**src/rtl/div_pkg.sv**
```systemverilog
// Shared types and default widths for the sequential restoring divider.
package div_pkg;

    localparam int DIV_DIVIDEND_W = 16;
    localparam int DIV_DIVISOR_W  = 8;
    localparam int DIV_CNT_W      = $clog2(DIV_DIVIDEND_W);

    typedef enum logic [1:0] {
        IDLE = 2'd0,
        RUN  = 2'd1,
        DONE = 2'd2
    } div_state_e;

endpackage

```
**src/rtl/div_step.sv**
```systemverilog
// One combinational restoring-division iteration: shift in the next dividend
// bit, try to subtract the divisor, keep the difference if it is non-negative.
module div_step #(
    parameter int DIVISOR_W = 8
) (
    input  logic [DIVISOR_W:0]   rem_i,
    input  logic                 bit_i,
    input  logic [DIVISOR_W-1:0] divisor_i,
    output logic [DIVISOR_W:0]   rem_o,
    output logic                 q_o
);

    logic [DIVISOR_W:0]   shifted;
    logic [DIVISOR_W+1:0] trial;

    // The incoming partial remainder is always below the divisor, so its MSB is
    // zero and {rem_i, bit_i} equals the shifted value with one guard bit on top.
    assign shifted = {rem_i[DIVISOR_W-1:0], bit_i};
    assign trial   = {rem_i, bit_i} - {2'b00, divisor_i};

    // A set guard bit means the subtraction went negative: restore.
    assign q_o   = ~trial[DIVISOR_W+1];
    assign rem_o = trial[DIVISOR_W+1] ? shifted : trial[DIVISOR_W:0];

endmodule

```
**src/rtl/seq_divider.sv**
```systemverilog
// Iterative restoring divider, one quotient bit per clock, MSB first.
// Optional macro DIV_SIGNED_EN: two's complement operands, truncating division,
// remainder takes the dividend's sign; sign fix-up happens on RUN -> DONE.
//
// Handshakes: a transfer happens on a rising edge where valid & ready are both
// high. in_ready is high only in IDLE; out_valid is high only in DONE, and the
// result outputs stay stable until the out_valid & out_ready edge.
module seq_divider
    import div_pkg::*;
#(
    parameter int DIVIDEND_W = DIV_DIVIDEND_W,
    parameter int DIVISOR_W  = DIV_DIVISOR_W
) (
    input  logic                  clk,
    input  logic                  rst_n,
    input  logic                  in_valid,
    output logic                  in_ready,
    input  logic [DIVIDEND_W-1:0] dividend,
    input  logic [DIVISOR_W-1:0]  divisor,
    output logic                  out_valid,
    input  logic                  out_ready,
    output logic [DIVIDEND_W-1:0] quotient,
    output logic [DIVISOR_W-1:0]  remainder,
    output logic                  div_by_zero
);

    localparam int               CNT_W    = (DIVIDEND_W > 1) ? $clog2(DIVIDEND_W) : 1;
    localparam logic [CNT_W-1:0] CNT_LOAD = CNT_W'(DIVIDEND_W - 1);
    localparam logic [CNT_W-1:0] CNT_ONE  = CNT_W'(1);

    div_state_e            state_q, state_d;
    logic [CNT_W-1:0]      cnt_q, cnt_d;
    logic [DIVIDEND_W-1:0] dvd_q, dvd_d;     // dividend shifting out, quotient shifting in
    logic [DIVISOR_W-1:0]  dvs_q, dvs_d;
    logic [DIVISOR_W:0]    rem_q, rem_d;     // partial remainder
    logic [DIVIDEND_W-1:0] quot_q, quot_d;
    logic [DIVISOR_W-1:0]  remo_q, remo_d;
    logic                  dbz_q, dbz_d;

    logic                  accept;
    logic                  divisor_zero;
    logic [DIVISOR_W:0]    step_rem;
    logic                  step_q;
    logic [DIVIDEND_W-1:0] dvd_next;
    logic [DIVIDEND_W-1:0] dvd_cap;
    logic [DIVISOR_W-1:0]  dvs_cap;
    logic [DIVIDEND_W-1:0] quot_fix;
    logic [DIVISOR_W-1:0]  rem_fix;

    assign accept       = in_valid & in_ready;
    assign divisor_zero = (divisor == '0);

    div_step #(.DIVISOR_W(DIVISOR_W)) u_step (
        .rem_i     (rem_q),
        .bit_i     (dvd_q[DIVIDEND_W-1]),
        .divisor_i (dvs_q),
        .rem_o     (step_rem),
        .q_o       (step_q)
    );

    assign dvd_next = {dvd_q[DIVIDEND_W-2:0], step_q};

`ifdef DIV_SIGNED_EN
    logic qneg_q, qneg_d;
    logic rneg_q, rneg_d;

    // The core only ever sees magnitudes; signs are reapplied at the end.
    assign dvd_cap  = dividend[DIVIDEND_W-1] ? ({DIVIDEND_W{1'b0}} - dividend) : dividend;
    assign dvs_cap  = divisor[DIVISOR_W-1] ? ({DIVISOR_W{1'b0}} - divisor) : divisor;
    assign quot_fix = qneg_q ? ({DIVIDEND_W{1'b0}} - dvd_next) : dvd_next;
    assign rem_fix  = rneg_q ? ({DIVISOR_W{1'b0}} - step_rem[DIVISOR_W-1:0])
                             : step_rem[DIVISOR_W-1:0];

    // Result signs are latched together with the operands.
    always_comb begin
        qneg_d = qneg_q;
        rneg_d = rneg_q;
        if (accept) begin
            qneg_d = dividend[DIVIDEND_W-1] ^ divisor[DIVISOR_W-1];
            rneg_d = dividend[DIVIDEND_W-1];
        end
    end

    // Sign flag registers.
    always_ff @(posedge clk or negedge rst_n) begin
        if (!rst_n) begin
            qneg_q <= 1'b0;
            rneg_q <= 1'b0;
        end else begin
            qneg_q <= qneg_d;
            rneg_q <= rneg_d;
        end
    end
`else
    assign dvd_cap  = dividend;
    assign dvs_cap  = divisor;
    assign quot_fix = dvd_next;
    assign rem_fix  = step_rem[DIVISOR_W-1:0];
`endif

    // State register.
    always_ff @(posedge clk or negedge rst_n) begin
        if (!rst_n) state_q <= IDLE;
        else        state_q <= state_d;
    end

    // Next-state logic: divide by zero skips RUN entirely.
    always_comb begin
        state_d = state_q;
        case (state_q)
            IDLE: if (accept) state_d = divisor_zero ? DONE : RUN;
            RUN:  if (cnt_q == '0) state_d = DONE;
            DONE: if (out_ready) state_d = IDLE;
            default: state_d = IDLE;
        endcase
    end

    // Output decode from state.
    always_comb begin
        in_ready  = (state_q == IDLE);
        out_valid = (state_q == DONE);
    end

    // Datapath next-state: capture, iterate, then latch the final result.
    always_comb begin
        cnt_d  = cnt_q;
        dvd_d  = dvd_q;
        dvs_d  = dvs_q;
        rem_d  = rem_q;
        quot_d = quot_q;
        remo_d = remo_q;
        dbz_d  = dbz_q;
        case (state_q)
            IDLE: begin
                if (accept) begin
                    dvd_d = dvd_cap;
                    dvs_d = dvs_cap;
                    rem_d = '0;
                    cnt_d = CNT_LOAD;
                    if (divisor_zero) begin
                        quot_d = '1;
                        remo_d = '0;
                        dbz_d  = 1'b1;
                    end
                end
            end
            RUN: begin
                dvd_d = dvd_next;
                rem_d = step_rem;
                if (cnt_q != '0) begin
                    cnt_d = cnt_q - CNT_ONE;
                end else begin
                    quot_d = quot_fix;
                    remo_d = rem_fix;
                    dbz_d  = 1'b0;
                end
            end
            default: ;
        endcase
    end

    // Datapath registers.
    always_ff @(posedge clk or negedge rst_n) begin
        if (!rst_n) begin
            cnt_q  <= '0;
            dvd_q  <= '0;
            dvs_q  <= '0;
            rem_q  <= '0;
            quot_q <= '0;
            remo_q <= '0;
            dbz_q  <= 1'b0;
        end else begin
            cnt_q  <= cnt_d;
            dvd_q  <= dvd_d;
            dvs_q  <= dvs_d;
            rem_q  <= rem_d;
            quot_q <= quot_d;
            remo_q <= remo_d;
            dbz_q  <= dbz_d;
        end
    end

    assign quotient    = quot_q;
    assign remainder   = remo_q;
    assign div_by_zero = dbz_q;

endmodule
```
**config.mk**
```make
export PLATFORM = sky130hd
export DESIGN_NAME = seq_divider
export DESIGN_NICKNAME = d
export VERILOG_FILES = /design/src/rtl/div_pkg.sv /design/src/rtl/div_step.sv /design/src/rtl/seq_divider.sv
export SDC_FILE = /design/constraint.sdc
export NUM_CORES = 1
export LEC_CHECK = 0
export CORE_ASPECT_RATIO = 2
export CORE_MARGIN = 4
export CORE_UTILIZATION = 40
export CTS_BUF_LIST = sky130_fd_sc_hd__clkbuf_8
export CTS_CLUSTER_DIAMETER = 30
export DETAILED_ROUTE_END_ITERATION = 12
export GPL_ROUTABILITY_DRIVEN = 0
export PLACE_DENSITY_LB_ADDON = 0.12
export SYNTH_ARGS = -nofsm -noshare
export SYNTH_HDL_FRONTEND = slang
export SYNTH_SLANG_ARGS = --single-unit
```
**constraint.sdc**
```tcl
create_clock -name clk -period 5.35 [get_ports clk]
set_input_delay 1.605 -clock clk [delete_from_list [all_inputs] [get_ports clk]]
set_output_delay 1.605 -clock clk [all_outputs]
set_load 0.005 [all_outputs]
```
Word-level counts from Yosys, hierarchy flattened
Cells that the tools add are included.
{ "totals": {"ff_bits": 64, "latchBits": 0, "ram_bits": 0, "rom_bits": 0, "in_bits": 28, "output_inout_bits": 27, "wordCells": 55, "memories": 0} }
{ "op_classes": {"addsub": 2, "multipliers": 0, "div_mod_pow": 0, "order_cmp": 0, "n_eq_ne": 8, "shifts": 0, "muxes": 25, "bitwise_logic": 2, "n_reduce_logical": 10} }
{ "ops": {"columns": ["operator", "n"], "rows": [
  ["16-bit two-way mux", 4],
  ["16-bit case mux with 2 select lines", 2],
  ["8-bit two-way mux", 3],
  ["9-bit two-way mux", 2],
  ["9-bit case mux with 2 select lines", 1],
  ["8-bit case mux with 2 select lines", 1],
  ["10-bit by 8-bit subtractor with 10-bit output", 1],
  ["8-bit logical NOT", 1],
  ["2-bit two-way mux", 4],
  ["4-bit two-way mux", 2],
  ["4-bit case mux with 2 select lines", 1],
  ["2-bit by 1-bit != test with 1-bit output, second input constant", 3],
  ["2-bit != test, second input constant", 3],
  ["2-bit case mux with 3 select lines", 1],
  ["3-bit AND reduction", 2],
  ["4-bit logical NOT", 1],
  ["2-bit AND reduction", 2],
  ["4-bit AND reduction", 1],
  ["4-bit nonzero test", 1],
  ["4-bit by 1-bit subtractor with 4-bit output, second input constant", 1],
  ["1-bit two-way mux", 3],
  ["2-bit by 1-bit == test with 1-bit output, second input constant", 1],
  ["2-bit == test, second input constant", 1],
  ["2-bit logical NOT", 1],
  ["4 further kinds", 4]
]} }

Longest topological paths before layout
Gate-level depths: netlist of run 1.
{ "logic_depth": {"depth_word": 4, "mapped_depth": 9} }

Modules after synthesis
From an unflattened synthesis of run 1, not the netlist that was laid out.
{ "hier_totals": {"cells_unflattened": 295, "area_unflattened_um2": 3303.2} }
{ "modules_own_cells": {"columns": ["mod", "instances", "cells_each", "area_each_um2", "seq_area_each_um2"], "rows": [
  ["seq_divider", 1, 228, 2775.2, 1601.5],
  ["div_step", 1, 67, 528.0, 0.0]
]} }

Worst setup path after synthesis of run 1
No wires, ideal clock.
{ "synth_path": {"path_type": "input to register", "start": "input port divisor[5]", "end": "register remo_q[2], in the netlist remainder[2]", "setup_ns": 0.125, "arrival_time_ns": 2.881, "t_required_ns": 5.225, "slack_ns": 2.344, "stages": 5, "n_path_buf": 0, "path_cell_list": "or4_1 nor2_1 nand2_1 nand2_1 mux2_2"} }
{ "synth_via": {"elab_chain_len": 3} }
{ "synth_lines": {"columns": ["element", "line", "text"], "rows": [
  ["start: declaration", "seq_divider.sv:19", "input logic [DIVISOR_W-1:0] divisor,"],
  ["8-bit logical NOT", "seq_divider.sv:51", "assign divisor_zero = (divisor == '0);"],
  ["2-bit by 1-bit != test with 1-bit output (no line)", null, null],
  ["4-bit AND reduction (no line)", null, null],
  ["end signal: assignment", "seq_divider.sv:178", "remo_q <= remo_d;"],
  ["end: declaration", "seq_divider.sv:37", "logic [DIVISOR_W-1:0] remo_q, remo_d;"]
]} }
No other way between the ends.
A chain may end at the register's enable or synchronous reset.

Worst setup path after layout of run 1
{ "layout_path": {"start": "input port divisor[1]", "end": "register quot_q[0], in the netlist quotient[0]"} }
{ "layout_via": {"elab_chain_len": 3} }
{ "layout_lines": {"columns": ["element", "line", "text"], "rows": [
  ["8-bit logical NOT", "seq_divider.sv:51", null],
  ["2-bit by 1-bit != test with 1-bit output (no line)", null, null],
  ["4-bit AND reduction (no line)", null, null],
  ["end signal: assignment", "seq_divider.sv:177", "quot_q <= quot_d;"],
  ["end: declaration", "seq_divider.sv:36", "logic [DIVIDEND_W-1:0] quot_q, quot_d;"]
]} }
No other way between the ends.

==> flow_metrics.env, run 1 <==
export IMPL_firstDrtPassIters=4
export IMPL_wirelength_um=7750
export IMPL_peakVddDrop_uv=249
export IMPL_synth_avg_cell_area_um2=9.89
export IMPL_grt_pass1_wl_um=12900
export IMPL_cts_hold_buf=0
export IMPL_period_share_pct=61.2
export IMPL_tns_ns=0
export IMPL_status="completed"
export IMPL_grt_use_total_pct=17.9
export IMPL_comb_power_share_pct=53.9
export IMPL_grt_pass1_vias=2602
export IMPL_core_area_um2=7600
export IMPL_ctsResizeCount=0
export IMPL_yosysWarnings=0
export IMPL_cpPeakStageDelay_ns=0.53
export IMPL_port_buffers=54
export IMPL_final_hold_violation_count=0
export IMPL_fillers=736
export IMPL_cap_violations=0
export IMPL_start_util_pct=41.3
export IMPL_rsz0062_at_grt="no"
export IMPL_cts_tree="built"
export IMPL_hold_path_class="flip-flop to flip-flop"
export IMPL_antenna_found_initial=0
export IMPL_clock_sinks=64
export IMPL_tightest_slew_ns=0.973
export IMPL_drc_errors=0
export IMPL_syn_num_nets=355
export IMPL_synthCells=317
export IMPL_die_area_um2=9410
export IMPL_criticalPathCategory="primary input to flip-flop"
export IMPL_seq_area_um2=1600
export IMPL_fin_worst_skew_ns=0.00701
export IMPL_htreeDepth=3
export IMPL_fp_dieH_um=133
export IMPL_die_w_um=70.6
export IMPL_ys_seq_area_share_pct=51.1
export IMPL_ys_ff_latch=64
export IMPL_p_clk_share_pct=12.1
export IMPL_num_vias=2459
export IMPL_ios=55
export IMPL_max_freq_ghz=0.305
export IMPL_grt_overflow=0
export IMPL_fin_nets=414
export IMPL_rr_startpoint="dvs_q[1]"
export IMPL_drt_antenna_violating_nets=0
export IMPL_async_flop_share_pct=100
export IMPL_fin_crit_ns=3.27
export IMPL_rows=45
export IMPL_critPathBufInv=2
export IMPL_grt_max_degree=37
export IMPL_cp_start_kind="primary input"
export IMPL_r2r_setup_slack_ns=2.96
export IMPL_cts_inserted_buffers=9
export IMPL_whs_ns=0.483
export IMPL_area_delta_synth_final_pct=25.4
export IMPL_insertion_delay_ns=0.34
export IMPL_p_leak_nw=1.77
export IMPL_clk_path_buf_depth=2
export IMPL_slew_violations=0
export IMPL_crit_required_ns=5.61
export IMPL_clk_pin_slew_ns=0.07
export IMPL_syn_area_um2=3140
export IMPL_hp_start="remainder[6]"
export IMPL_synth_edff_count=0
export IMPL_p_int_w=0.00157
export IMPL_clock_root_buffer="clkbuf_8"
export IMPL_hpwl_um=5680
export IMPL_wire_per_inst_um=16.4
export IMPL_endpoint_kind="flip-flop"
export IMPL_synthDistinctLibCells=48
export IMPL_setup_viol=0
export IMPL_synthFlopType="dfrtp_1"
export IMPL_slowest_stage="or4_1"
export IMPL_num_antenna_cells=0
export IMPL_p_sw_share_pct=40.8
export IMPL_critical_path_top_delay_family="simple AND/OR/NAND/NOR gates"
export IMPL_relSlewSlack_pct=35.1
export IMPL_first_iter_violations=127
export IMPL_cp_arrival_ns=3.53
export IMPL_cp_max_fo=11
export IMPL_seqPwrFrac_pct=34.0
export IMPL_switching_power_w=0.00108
export IMPL_cp_cell_sequence="clkdlybuf4s50_1 -> or4_1 -> nor2_1 -> nand2_1 -> nand2_1 -> buf_4 -> nor2_1 -> a21oi_1"
export IMPL_crit_start="divisor[1]"
export IMPL_drive_gt1_share_pct=7.14
export IMPL_multiInputGateArea_um2=1440
export IMPL_post_cts_buffers=0
export IMPL_powerDensity_nw_per_um2=676
export IMPL_viasPerCell=5.21
==> worst paths after layout <==
path                            cells past startpoint      endpoint
worst max-delay path                                8   quotient[0]
max in group asynchronous                           2      cnt_q[2]
worst min-delay path                                2  remainder[6]
worst max register to register                      8      rem_q[4]
min in group asynchronous                           1      dvd_q[4]
worst min register to register                      2  remainder[6]
==> logic make-up after synthesis <==
group                    Yosys count  share of synthesized area, %
AO/OA/AOI/OAI                     69                          14.2
XOR/XNOR                           9                          3.35
adder cells (fa/ha/maj)           10                          4.23
buffers and inverters             25                          3.11
flip-flops                        64                          51.1
multiplexers                      23                          7.38
AND/OR/NAND/NOR                  117                          16.6
==> cell usage after synthesis, drive strengths merged, types with 2 or more instances <==
library cell / n / area share (%)
dfrtp: 64 / 51
nand2: 51 / 6.1
o21ai: 37 / 5.9
nor2: 33 / 4.0
mux2i: 22 / 7.0
inv: 13 / 1.6
nor3: 11 / 1.8
ha: 9 / 3.6
clkbuf: 8 / 0.96
a21oi: 7 / 1.2
o22a: 7 / 2.0
xnor2: 5 / 2.0
buf: 4 / 0.60
nand3: 4 / 0.64
xor2: 4 / 1.4
nand2b: 3 / 0.60
nor2b: 3 / 0.60
a21o: 2 / 0.48
a22o: 2 / 0.56
a31oi: 2 / 0.88
and2: 2 / 0.40
nand3b: 2 / 0.48
nor3b: 2 / 0.64
o211ai: 2 / 0.48
or4: 2 / 0.48
==> area by class of cell <==
| class | count | share of cell area [%] |
|---|---|---|
| clock buffers | 9 | 3.15 |
| inverters | 13 | 1.24 |
| clock inverters | 4 | 0.445 |
| repair buffers | 60 | 14.8 |
| well taps | 94 | 2.99 |
| flip-flops and latches | 64 | 40.7 |
| multi-input cells | 228 | 36.7 |
==> registers in the layout, indices dropped and copies added (netlist names) <==
| name | count |
|---|---|
| dvd_q | 16 |
| quotient | 16 |
| rem_q | 9 |
| dvs_q | 8 |
| remainder | 8 |
| cnt_q | 4 |
| state_q | 2 |
| div_by_zero | 1 |
==> metrics by stage <==
step                      util, %  cells  power, W  area (um2)  setup WS, ns
after detailed placement     49.9    459   0.00236        3790          1.69
after global placement       49.9    459   0.00234        3790          1.77
after global routing         51.7    472   0.00290        3930          1.89
final                        51.7    472   0.00266        3930          2.08
after CTS                    51.7    472   0.00270        3930          2.06
after floorplan                 -    317   0.00186        3140          2.34
==> metal layers <==
metal | GRT usage (%) | share of wire (%)
met1 | 19.9 | 40
met2 | 31.7 | 55
met3 | 3.70 | 2.5
met4 | 8.89 | 3.0
met5 | 0 | 0
==> cell usage in the layout (no fill, tap or decap), types with 2 or more instances in the layout <==
cell	count
o21ai_1	2
clkbuf_8	9
or4_1	2
nand3b_1	2
nand2b_1	3
ha_1	9
buf_4	6
a22o_1	2
clkinv_2	2
nand3_1	4
nand2_1	51
xnor2_1	4
nor2_1	33
mux2i_1	22
a21oi_1	6
clkdlybuf4s50_1	53
a21o_1	2
o211ai_1	2
xor2_1	3
o22a_1	7
o21ai_0	35
dfrtp_1	64
nor3_1	11
and2_1	2
nor2b_1	2
inv_1	15
==> power by group through the flow <==
stage | combinational [W] | clock (W) | sequential [W]
2_1_floorplan | 0.000992 | 0 | 0.000867
3_3_place_gp | 0.00143 | 0 | 0.000911
3_5_place_dp | 0.00145 | 0 | 0.000913
4_1_cts | 0.00146 | 0.000337 | 0.000908
5_1_grt | 0.00161 | 0.000353 | 0.000934
6_report | 0.00143 | 0.000322 | 0.000904
==> tightest hold or removal path, cell delays in order (launching register included) <==
cell and delay, ns:
dfrtp_1 0.34, nand2_1 0.04, o21ai_0 0.06
(Power assumes the default switching activity.)
==> inputs of run 2 (changes only) <==
- clock period: 5.35 -> 3.3 ns (I/O delays scaled with it)
==> run 2 against run 1 <==
Via count is 1.7% higher; combinational power is 64% higher; sequential power is 63% higher; largest cell class unchanged; cell count is 1.5% higher.
==> flow_metrics.env, run 2 (synthesis gave the netlist of run 1 again) <==
export IMPL_status="completed"
export IMPL_busiest_layer="met2"
export IMPL_rr_worst_depth=7
export IMPL_tns_ns=0
export IMPL_slew_violations=0
export IMPL_cp_max_fo=13
export IMPL_grt_use_total_pct=18.0
export IMPL_viasPerCell=5.22
export IMPL_cts_inserted_buffers=9
export IMPL_fin_util_pct=53.3
export IMPL_drc_errors=0
export IMPL_power_total_w=0.00458
export IMPL_grt_max_degree=31
export IMPL_die_area_um2=9410
export IMPL_cts_hold_buf=0
export IMPL_grt_pass1_vias=2629
export IMPL_num_vias=2501
export IMPL_period_share_pct=79.9
export IMPL_grt_overflow=0
export IMPL_hold_path_class="flip-flop to flip-flop"
export IMPL_rows=45
export IMPL_wirelength_um=7820
export IMPL_fin_nets=418
export IMPL_grt_util_met2_pct=32.2
export IMPL_insertion_delay_ns=0.34
export IMPL_use_met3_pct=3.55
export IMPL_fin_worst_skew_ns=0.00594
export IMPL_cpPeakStageDelay_ns=0.54
export IMPL_htreeDepth=3
export IMPL_antenna_found_initial=0
export IMPL_rsz0062_at_grt="no"
export IMPL_first_iter_violations=116
export IMPL_core_area_um2=7600
export IMPL_ios=55
export IMPL_clk_pin_slew_ns=0.07
export IMPL_final_hold_violation_count=0
export IMPL_drive_gt1_share_pct=8.83
export IMPL_crit_required_ns=3.57
export IMPL_hold_depth=2
export IMPL_post_place_ws_ns=0.304
export IMPL_setup_ws_ns=0.663
export IMPL_final_common_cell="dfrtp_1"
export IMPL_mostFrequentLayoutCells="dfrtp_1 (64), clkdlybuf4s50_1 (53), nand2_1 (51), o21ai_0 (35), nor2_1 (33)"
export IMPL_peakVddDrop_uv=489
export IMPL_tightest_slew_ns=0.454
export IMPL_clock_root_buffer="clkbuf_8"
export IMPL_port_buffers=54
export IMPL_clock_sinks=64
export IMPL_max_freq_ghz=0.379
export IMPL_cap_violations=0
export IMPL_fp_dieH_um=133
export IMPL_clk_path_buf_depth=2
export IMPL_fillers=715
export IMPL_grt_pass1_wl_um=13000
export IMPL_powerDensity_nw_per_um2=1130
export IMPL_fin_crit_ns=2.64
export IMPL_firstDrtPassIters=4
export IMPL_drt_antenna_violating_nets=0
export IMPL_relSlewSlack_pct=69.7
export IMPL_start_util_pct=41.3
export IMPL_ctsResizeCount=0
export IMPL_cts_tree="built"
export IMPL_cp_arrival_ns=2.90
export IMPL_hpwl_um=5910
export IMPL_die_w_um=70.6
export IMPL_criticalPathCategory="primary input to flip-flop"
export IMPL_area_delta_synth_final_pct=29.3
export IMPL_wire_per_inst_um=16.3
export IMPL_p_leak_nw=1.83
export IMPL_cp_start_kind="primary input"
export IMPL_post_cts_buffers=0
export IMPL_num_antenna_cells=0
export IMPL_endpoint_kind="flip-flop"
export IMPL_cp_cell_sequence="clkdlybuf4s50_1 -> or4_1 -> nor2_1 -> nand2_1 -> nand2_1 -> buf_4 -> nor2_1 -> a21oi_1"
export IMPL_setup_viol=0
export IMPL_slowest_stage="or4_1"
export IMPL_met1_usage_pct=19.5
run 2: cell count changes in the layout (fill, tap and decap cells not counted), sizes merged:
cell	delta
clkinv	-2
bufinv	+2
buf	+4
clkbuf	+3
run 2: per-layer routing:
layer  up-vias  wire length [um]
li1       1215                 -
met1      1219              3010
met2        50              4320
met3        17               234
met4         0               255
met5         -                 0
run 2: layout make-up:
type	instances	area, um2	area share [%]
clock buffer	12	165	4.07
clock inverter	4	67.6	1.67
inverter	13	48.8	1.20
multi-input combinational	228	1440	35.6
sequential	64	1600	39.5
tap	94	118	2.90
timing repair buffer	64	611	15.1
run 2: through the flow:
step	instance area, um2	instances	hold WS, ns
detailed placement	3820	463	0.478
floorplan	3140	317	0.450
global route	4050	479	0.521
global placement	3820	463	0.474
finish	4050	479	0.484
CTS	4050	479	0.493
run 2: path summary, 6_finish.rpt:
kind                              start            to  slack [ns]
max                          divisor[5]   quotient[0]        0.66
min                        remainder[5]  remainder[5]        0.48
max reg2reg                    rem_q[3]  remainder[4]        0.86
min reg2reg                remainder[5]  remainder[5]        0.48
max in group asynchronous         rst_n      dvs_q[6]        2.10
min in group asynchronous         rst_n   quotient[2]        0.51
run 2: critical path, delay by kind of cell:
family	cells	cell delay [ns]
AO/OA/AOI/OAI	1	0.12
buffers and inverters	2	0.67
AND/OR/NAND/NOR	5	1.13
run 2: report_power, final:
group,internal [W],switching [W],leakage (nW)
clock,0.000482,0.000291,0.125
combinational,0.00114,0.00121,0.953
sequential,0.00118,0.000290,0.753
total,0.00279,0.00179,1.83
